==> config.mk <==
export PLATFORM = sky130hd
export DESIGN_NAME = result_collector
export DESIGN_NICKNAME = d
export VERILOG_FILES = /design/src/rtl/result_collector.sv
export SDC_FILE = /design/constraint.sdc
export NUM_CORES = 1
export LEC_CHECK = 0
export CAP_MARGIN = 25
export CORE_MARGIN = 2
export CORE_UTILIZATION = 52
export CTS_CLUSTER_SIZE = 14
export DETAILED_ROUTE_END_ITERATION = 12
export HOLD_SLACK_MARGIN = 0.06
export PLACE_DENSITY = 0.81
export SYNTH_ARGS = -nofsm -noshare
export SYNTH_HDL_FRONTEND = slang
export SYNTH_SLANG_ARGS = --single-unit
==> constraint.sdc <==
create_clock -name clk -period 3.45 [get_ports clk]
set_input_delay 1.035 -clock clk [delete_from_list [all_inputs] [get_ports clk]]
set_output_delay 1.035 -clock clk [all_outputs]
set_load 0.1 [all_outputs]
==> src/rtl/result_collector.sv <==
// Purpose: merges result codes from four producer channels into one FWFT FIFO tagged with source index.
// Latency: a granted value appears on out_* one cycle after its push edge.
// Backpressure: out_ready stalls the FIFO head; in_ready is withheld while full and ungranted channels hold.
//
// Ports: clk, rst_n (async active-low); in_valid[3:0] with in_data1..in_data4
// (channels 0..3) and one-hot in_ready grant; out_valid/out_data/out_src/out_ready
// head handshake; count (occupancy 0..DEPTH) and full status.
// Build option: define RESULT_COLLECTOR_RR_EN for round-robin arbitration;
// otherwise fixed priority ch0 > ch1 > ch2 > ch3.
module result_collector #(
    parameter int SIZE  = 5,
    parameter int DEPTH = 4
) (
    input  logic                       clk,
    input  logic                       rst_n,
    input  logic [3:0]                 in_valid,
    input  logic [SIZE-1:0]            in_data1,
    input  logic [SIZE-1:0]            in_data2,
    input  logic [SIZE-1:0]            in_data3,
    input  logic [SIZE-1:0]            in_data4,
    output logic [3:0]                 in_ready,
    output logic                       out_valid,
    output logic [SIZE-1:0]            out_data,
    output logic [1:0]                 out_src,
    input  logic                       out_ready,
    output logic [$clog2(DEPTH):0]     count,
    output logic                       full
);

    localparam int AW = $clog2(DEPTH);
    localparam int CW = AW + 1;

    typedef struct packed {
        logic [1:0]      src;
        logic [SIZE-1:0] data;
    } entry_t;

    entry_t          mem [DEPTH];
    logic [AW-1:0]   wr_ptr;
    logic [AW-1:0]   rd_ptr;
    logic [CW-1:0]   count_q;
    logic [3:0]      grant;
    logic [1:0]      grant_idx;
    logic [SIZE-1:0] grant_data;
    logic            push;
    logic            pop;

    assign full      = (count_q == CW'(DEPTH));
    assign out_valid = (count_q != '0);
    assign count     = count_q;
    assign in_ready  = grant;

    // Grant only exists for a valid channel, so any grant bit is a push.
    assign push = |grant;
    assign pop  = out_valid & out_ready;

`ifdef RESULT_COLLECTOR_RR_EN
    logic [1:0] last_grant;
    logic [1:0] cand;

    // Search starts just after the last channel that actually pushed.
    // rst_n gates the grant so in_ready reads 0 throughout reset.
    always_comb begin
        grant     = '0;
        grant_idx = '0;
        cand      = '0;
        if (rst_n && !full) begin
            for (int i = 1; i <= 4; i++) begin
                cand = last_grant + 2'(i);
                if (in_valid[cand] && (grant == '0)) begin
                    grant[cand] = 1'b1;
                    grant_idx   = cand;
                end
            end
        end
    end

    // Reset value 3 makes channel 0 the first winner.
    always_ff @(posedge clk or negedge rst_n) begin
        if (!rst_n) begin
            last_grant <= 2'd3;
        end else if (push) begin
            last_grant <= grant_idx;
        end
    end
`else
    always_comb begin
        grant     = '0;
        grant_idx = '0;
        if (rst_n && !full) begin
            if (in_valid[0]) begin
                grant     = 4'b0001;
                grant_idx = 2'd0;
            end else if (in_valid[1]) begin
                grant     = 4'b0010;
                grant_idx = 2'd1;
            end else if (in_valid[2]) begin
                grant     = 4'b0100;
                grant_idx = 2'd2;
            end else if (in_valid[3]) begin
                grant     = 4'b1000;
                grant_idx = 2'd3;
            end
        end
    end
`endif

    always_comb begin
        case (grant_idx)
            2'd0:    grant_data = in_data1;
            2'd1:    grant_data = in_data2;
            2'd2:    grant_data = in_data3;
            default: grant_data = in_data4;
        endcase
    end

    // Storage carries no reset; the empty-gated output mux keeps stale or
    // uninitialised entries from ever reaching out_*.
    always_ff @(posedge clk) begin
        if (push) begin
            mem[wr_ptr] <= '{src: grant_idx, data: grant_data};
        end
    end

    // DEPTH is a power of two, so pointer wrap is the natural AW-bit overflow.
    always_ff @(posedge clk or negedge rst_n) begin
        if (!rst_n) begin
            wr_ptr  <= '0;
            rd_ptr  <= '0;
            count_q <= '0;
        end else begin
            if (push) begin
                wr_ptr <= wr_ptr + 1'b1;
            end
            if (pop) begin
                rd_ptr <= rd_ptr + 1'b1;
            end
            case ({push, pop})
                2'b10:   count_q <= count_q + 1'b1;
                2'b01:   count_q <= count_q - 1'b1;
                default: count_q <= count_q;
            endcase
        end
    end

    assign out_data = out_valid ? mem[rd_ptr].data : '0;
    assign out_src  = out_valid ? mem[rd_ptr].src  : '0;

endmodule

==> impl_table.tex <==
\begin{tabular}{lr}
\hline
Metric & Value \\
\hline
\multicolumn{2}{l}{\textbf{Outcome}} \\
\quad Result of the run & finished clean \\
\multicolumn{2}{l}{\textbf{Timing}} \\
\quad Slew @ Worst Pin & $\sim$660 ps \\
\quad Fin. Hold Viols & 0 \\
\quad Post-route clock period utilization & 96.7\% \\
\quad Maximum clock frequency & 300 MHz \\
\quad Minimum period implied by the final worst setup slack & between 3000 and 4000 ps \\
\quad \# setup viols final & 0 \\
\quad Max transition margin & 55.7\% \\
\quad Aggregate negative setup slack & 0 ps \\
\quad Setup Skew & 12.0 ps \\
\quad Count of pins over their slew limit & 0 \\
\quad Setup repair after global routing missed its margin & false \\
\multicolumn{2}{l}{\textbf{Critical path}} \\
\quad Worst EP required & around 2400 ps \\
\quad Critical Setup Path Class & input pin to output pin \\
\quad Maximum fanout count along the critical path & 5 \\
\quad Slowest CP cell & sky130\_fd\_sc\_hd\_\_or3\_4 \\
\quad Type of origin of the critical path & input pin \\
\quad Sum of buffers and inverters on the critical path & 4 \\
\quad Critical Path Sink Type & output pin \\
\quad Worst path top cell family by delay & buffers and inverters \\
\quad Delay contributed by the slowest stage of the critical path & between 400 and 500 ps \\
\quad Signal arrival time at the worst endpoint & about 2300 ps \\
\quad Crit-path cells & dlygate4sd2\_1 > inv\_1 > or3\_4 > buf\_8 > nor3\_4 > buf\_12 \\
\multicolumn{2}{l}{\textbf{Global route}} \\
\quad Vias in the first global route & between 1k and 1.5k \\
\quad Pin count of the biggest net entering global routing & 12 \\
\quad Initial antenna violation count & 0 \\
\quad First-pass GRT wire length & approximately 5400 um \\
\quad Global-route usage over all layers & approximately a fifth \\
\quad Leftover overflow at the end of global routing & 0 \\
\multicolumn{2}{l}{\textbf{Detailed routing}} \\
\quad Residual DRC & 0 \\
\quad Vias per cell & approximately 5.4 \\
\quad Vias after detailed routing & $\sim$1.2k \\
\quad First-pass detailed-route iteration total & 4 \\
\quad Number of routed nets with antenna violations & 0 \\
\quad Wire per inst & 15.2 um \\
\quad Wire length reported by the detailed router & around 3400 um \\
\quad DRC violation total after the first TritonRoute iteration & 43 \\
\multicolumn{2}{l}{\textbf{Synthesis}} \\
\quad Mean instance size in the synthesized netlist & between 10 and 15 um2 \\
\quad Number of standard cells after synthesis & around 130 \\
\quad Fraction of post-synthesis cell area in the top cell type by area & between 40\% and 50\% \\
\quad Cell types occupying the most area after synthesis & sky130\_fd\_sc\_hd\_\_edfxtp\_1, sky130\_fd\_sc\_hd\_\_dfrtp\_1, sky130\_fd\_sc\_hd\_\_mux4\_2 \\
\quad Flops \& latches, synth & 35 \\
\quad Net count after synthesis & approximately 160 \\
\quad Cell area after technology mapping & 0.00175 mm2 \\
\quad Sequential area share after synthesis & 57.9\% \\
\quad Async set or reset register ratio after synthesis & roughly a fifth \\
\quad Number of flops mapped to enable cells by yosys & 28 \\
\quad Leading area contributor after synthesis & sky130\_fd\_sc\_hd\_\_edfxtp\_1 \\
\quad Synth warn & 0 \\
\quad Distinct cell type count of the synthesized netlist & 28 \\
\quad Top\_reg\_cell synth & sky130\_fd\_sc\_hd\_\_edfxtp\_1 \\
\multicolumn{2}{l}{\textbf{Floorplan}} \\
\quad Boundary pin count & 43 \\
\quad Width of the die & approximately 62 um \\
\quad Placeable Area & 0.00328 mm2 \\
\quad Chip Height & a little over 60 um \\
\quad Placement Rows & 21 \\
\quad DIE AREA & 0.00385 mm2 \\
\quad Initial standard-cell utilization of the core & 53.4\% \\
\multicolumn{2}{l}{\textbf{Final layout}} \\
\quad Share of post-route cells with drive strength above 1 & between 20\% and 30\% \\
\quad NumNets Final & 210 \\
\quad Number of diodes & 0 \\
\quad Synth-to-Final Area Change & 35.6\% \\
\multicolumn{2}{l}{\textbf{Placement}} \\
\quad HPWL reported at the end of detailed placement & 2630 um \\
\quad Final Wtd Congestion & between 0.7 and 0.8 \\
\quad Count of input and output buffers & 42 \\
\multicolumn{2}{l}{\textbf{Clock tree}} \\
\quad CTS buffer count & 5 \\
\quad Bufs on Longest Clock Path & 2 \\
\quad H-tree level count & 2 \\
\quad Hold buffer count at cts & 0 \\
\quad CTS Root Buffer Type & sky130\_fd\_sc\_hd\_\_clkbuf\_4 \\
\quad Worst-skew pair later-pin latency & 320 ps \\
\quad Clock transition at path regs & approximately 100 ps \\
\quad Sink count of the clock tree & 35 \\
\quad CTS tree & done \\
\multicolumn{2}{l}{\textbf{Min path}} \\
\quad Worst min-delay path category & flip-flop to flip-flop \\
\multicolumn{2}{l}{\textbf{Flow run}} \\
\quad Max cap viols & 0 \\
\hline
\end{tabular}
==> cells in the final DEF (no fill, tap or decap), drive strengths merged, types with 2 or more instances in the layout <==
master,n
or3,2
nor2,9
buf,26
and2,17
xor2,3
dlygate4sd2,2
o32a,5
ha,5
dfrtp,7
mux4,7
a221oi,5
inv,14
clkinv,3
clkbuf,5
nor3,3
clkdlybuf4s50,24
xnor2,3
edfxtp,28
nor3b,2
==> flip-flops by register name (all words and copies together), names as in the netlist <==
register  count
count         3
mem          28
wr_ptr        2
rd_ptr        2
==> stage by stage <==
step           hold WS, ps  area, um2  setup slack [ps]  cells  util, %
3_3_place_gp           479       2300              -153    214     70.1
6_report               535       2380               113    224     72.4
5_1_grt                544       2380              59.1    224     72.4
3_5_place_dp           516       2300              -162    214     70.1
2_1_floorplan          512       1790              -282    125        -
4_1_cts                532       2380               112    224     72.4
==> cell families (layout without fill, tap and decap cells) <==
group | count (synthesis) | count (layout) | synth area share, %
AOI/OAI and AO/OA | 12 | 12 | 6.49
adders and majority gates | 6 | 6 | 4.71
buffers and inverters | 21 | 74 | 5.21
and+or+nand+nor | 36 | 36 | 12.5
xor gates and xnor gates | 6 | 6 | 3.00
muxes | 9 | 9 | 10.2
DFF | 35 | 35 | 57.9
==> layout make-up <==
| type | instances | area (um2) |
|---|---|---|
| Clock inverter | 3 | 15.0 |
| Tap cell | 46 | 57.6 |
| Clock buffer | 5 | 37.5 |
| Timing Repair Buffer | 52 | 510 |
| Inverter | 14 | 52.6 |
| Fill cell | 227 | 906 |
| Multi-Input combinational cell | 69 | 686 |
| Sequential cell | 35 | 1020 |
==> what timing repair did <==
item / in CTS / in global routing
setup endpoints to repair: 3 / 0
buffers inserted: 2 / 0
gates resized for setup: 5 / 0
==> worst register-to-register path, cell delays in order, from the launching register on <==
cell and delay [ps]:
sky130_fd_sc_hd__dfrtp_2 460, sky130_fd_sc_hd__or3_1 520, sky130_fd_sc_hd__and2_1 260, sky130_fd_sc_hd__ha_1 220, sky130_fd_sc_hd__inv_1 70, sky130_fd_sc_hd__fa_1 170
sky130_fd_sc_hd__xor2_1 140, sky130_fd_sc_hd__nor2_1 70, sky130_fd_sc_hd__xor2_1 150
==> final timing paths <==
check	slack, ps	cells past startpoint	endpoint	from
setup / recovery	110	6	in_ready[2]	rst_n
hold / removal	540	1	count[2]$_DFFE_PN0P_	count[2]$_DFFE_PN0P_
setup reg to reg	1260	8	count[2]$_DFFE_PN0P_	count[0]$_DFFE_PN0P_
hold reg to reg	540	1	count[2]$_DFFE_PN0P_	count[2]$_DFFE_PN0P_
max in group asynchronous	2530	2	count[2]$_DFFE_PN0P_	rst_n
min in group asynchronous	790	2	rd_ptr[0]$_DFFE_PN0P_	rst_n
==> cells in the mapped netlist (2+ instances only) <==
library cell / count
sky130_fd_sc_hd__and2_1: 17
sky130_fd_sc_hd__or3_1: 2
sky130_fd_sc_hd__nor3_1: 2
sky130_fd_sc_hd__xor2_1: 3
sky130_fd_sc_hd__o32a_1: 5
sky130_fd_sc_hd__nor2_1: 9
sky130_fd_sc_hd__clkbuf_1: 4
sky130_fd_sc_hd__inv_1: 14
sky130_fd_sc_hd__mux4_2: 7
sky130_fd_sc_hd__ha_1: 5
sky130_fd_sc_hd__edfxtp_1: 28
sky130_fd_sc_hd__a221oi_1: 5
sky130_fd_sc_hd__xnor2_1: 3
sky130_fd_sc_hd__dfrtp_1: 7
==> per-layer routing <==
layer / up-vias / track usage, % / wire [um]
met5: - / 0 / 0
met4: 0 / 6.99 / 39
met2: 60 / 35.4 / 1760
met1: 586 / 24.4 / 1370
li1: 562 / - / -
met3: 4 / 4.76 / 238
Power is not shown: default switching activity piles up to over one toggle a cycle in this logic, so the estimate is an artifact.
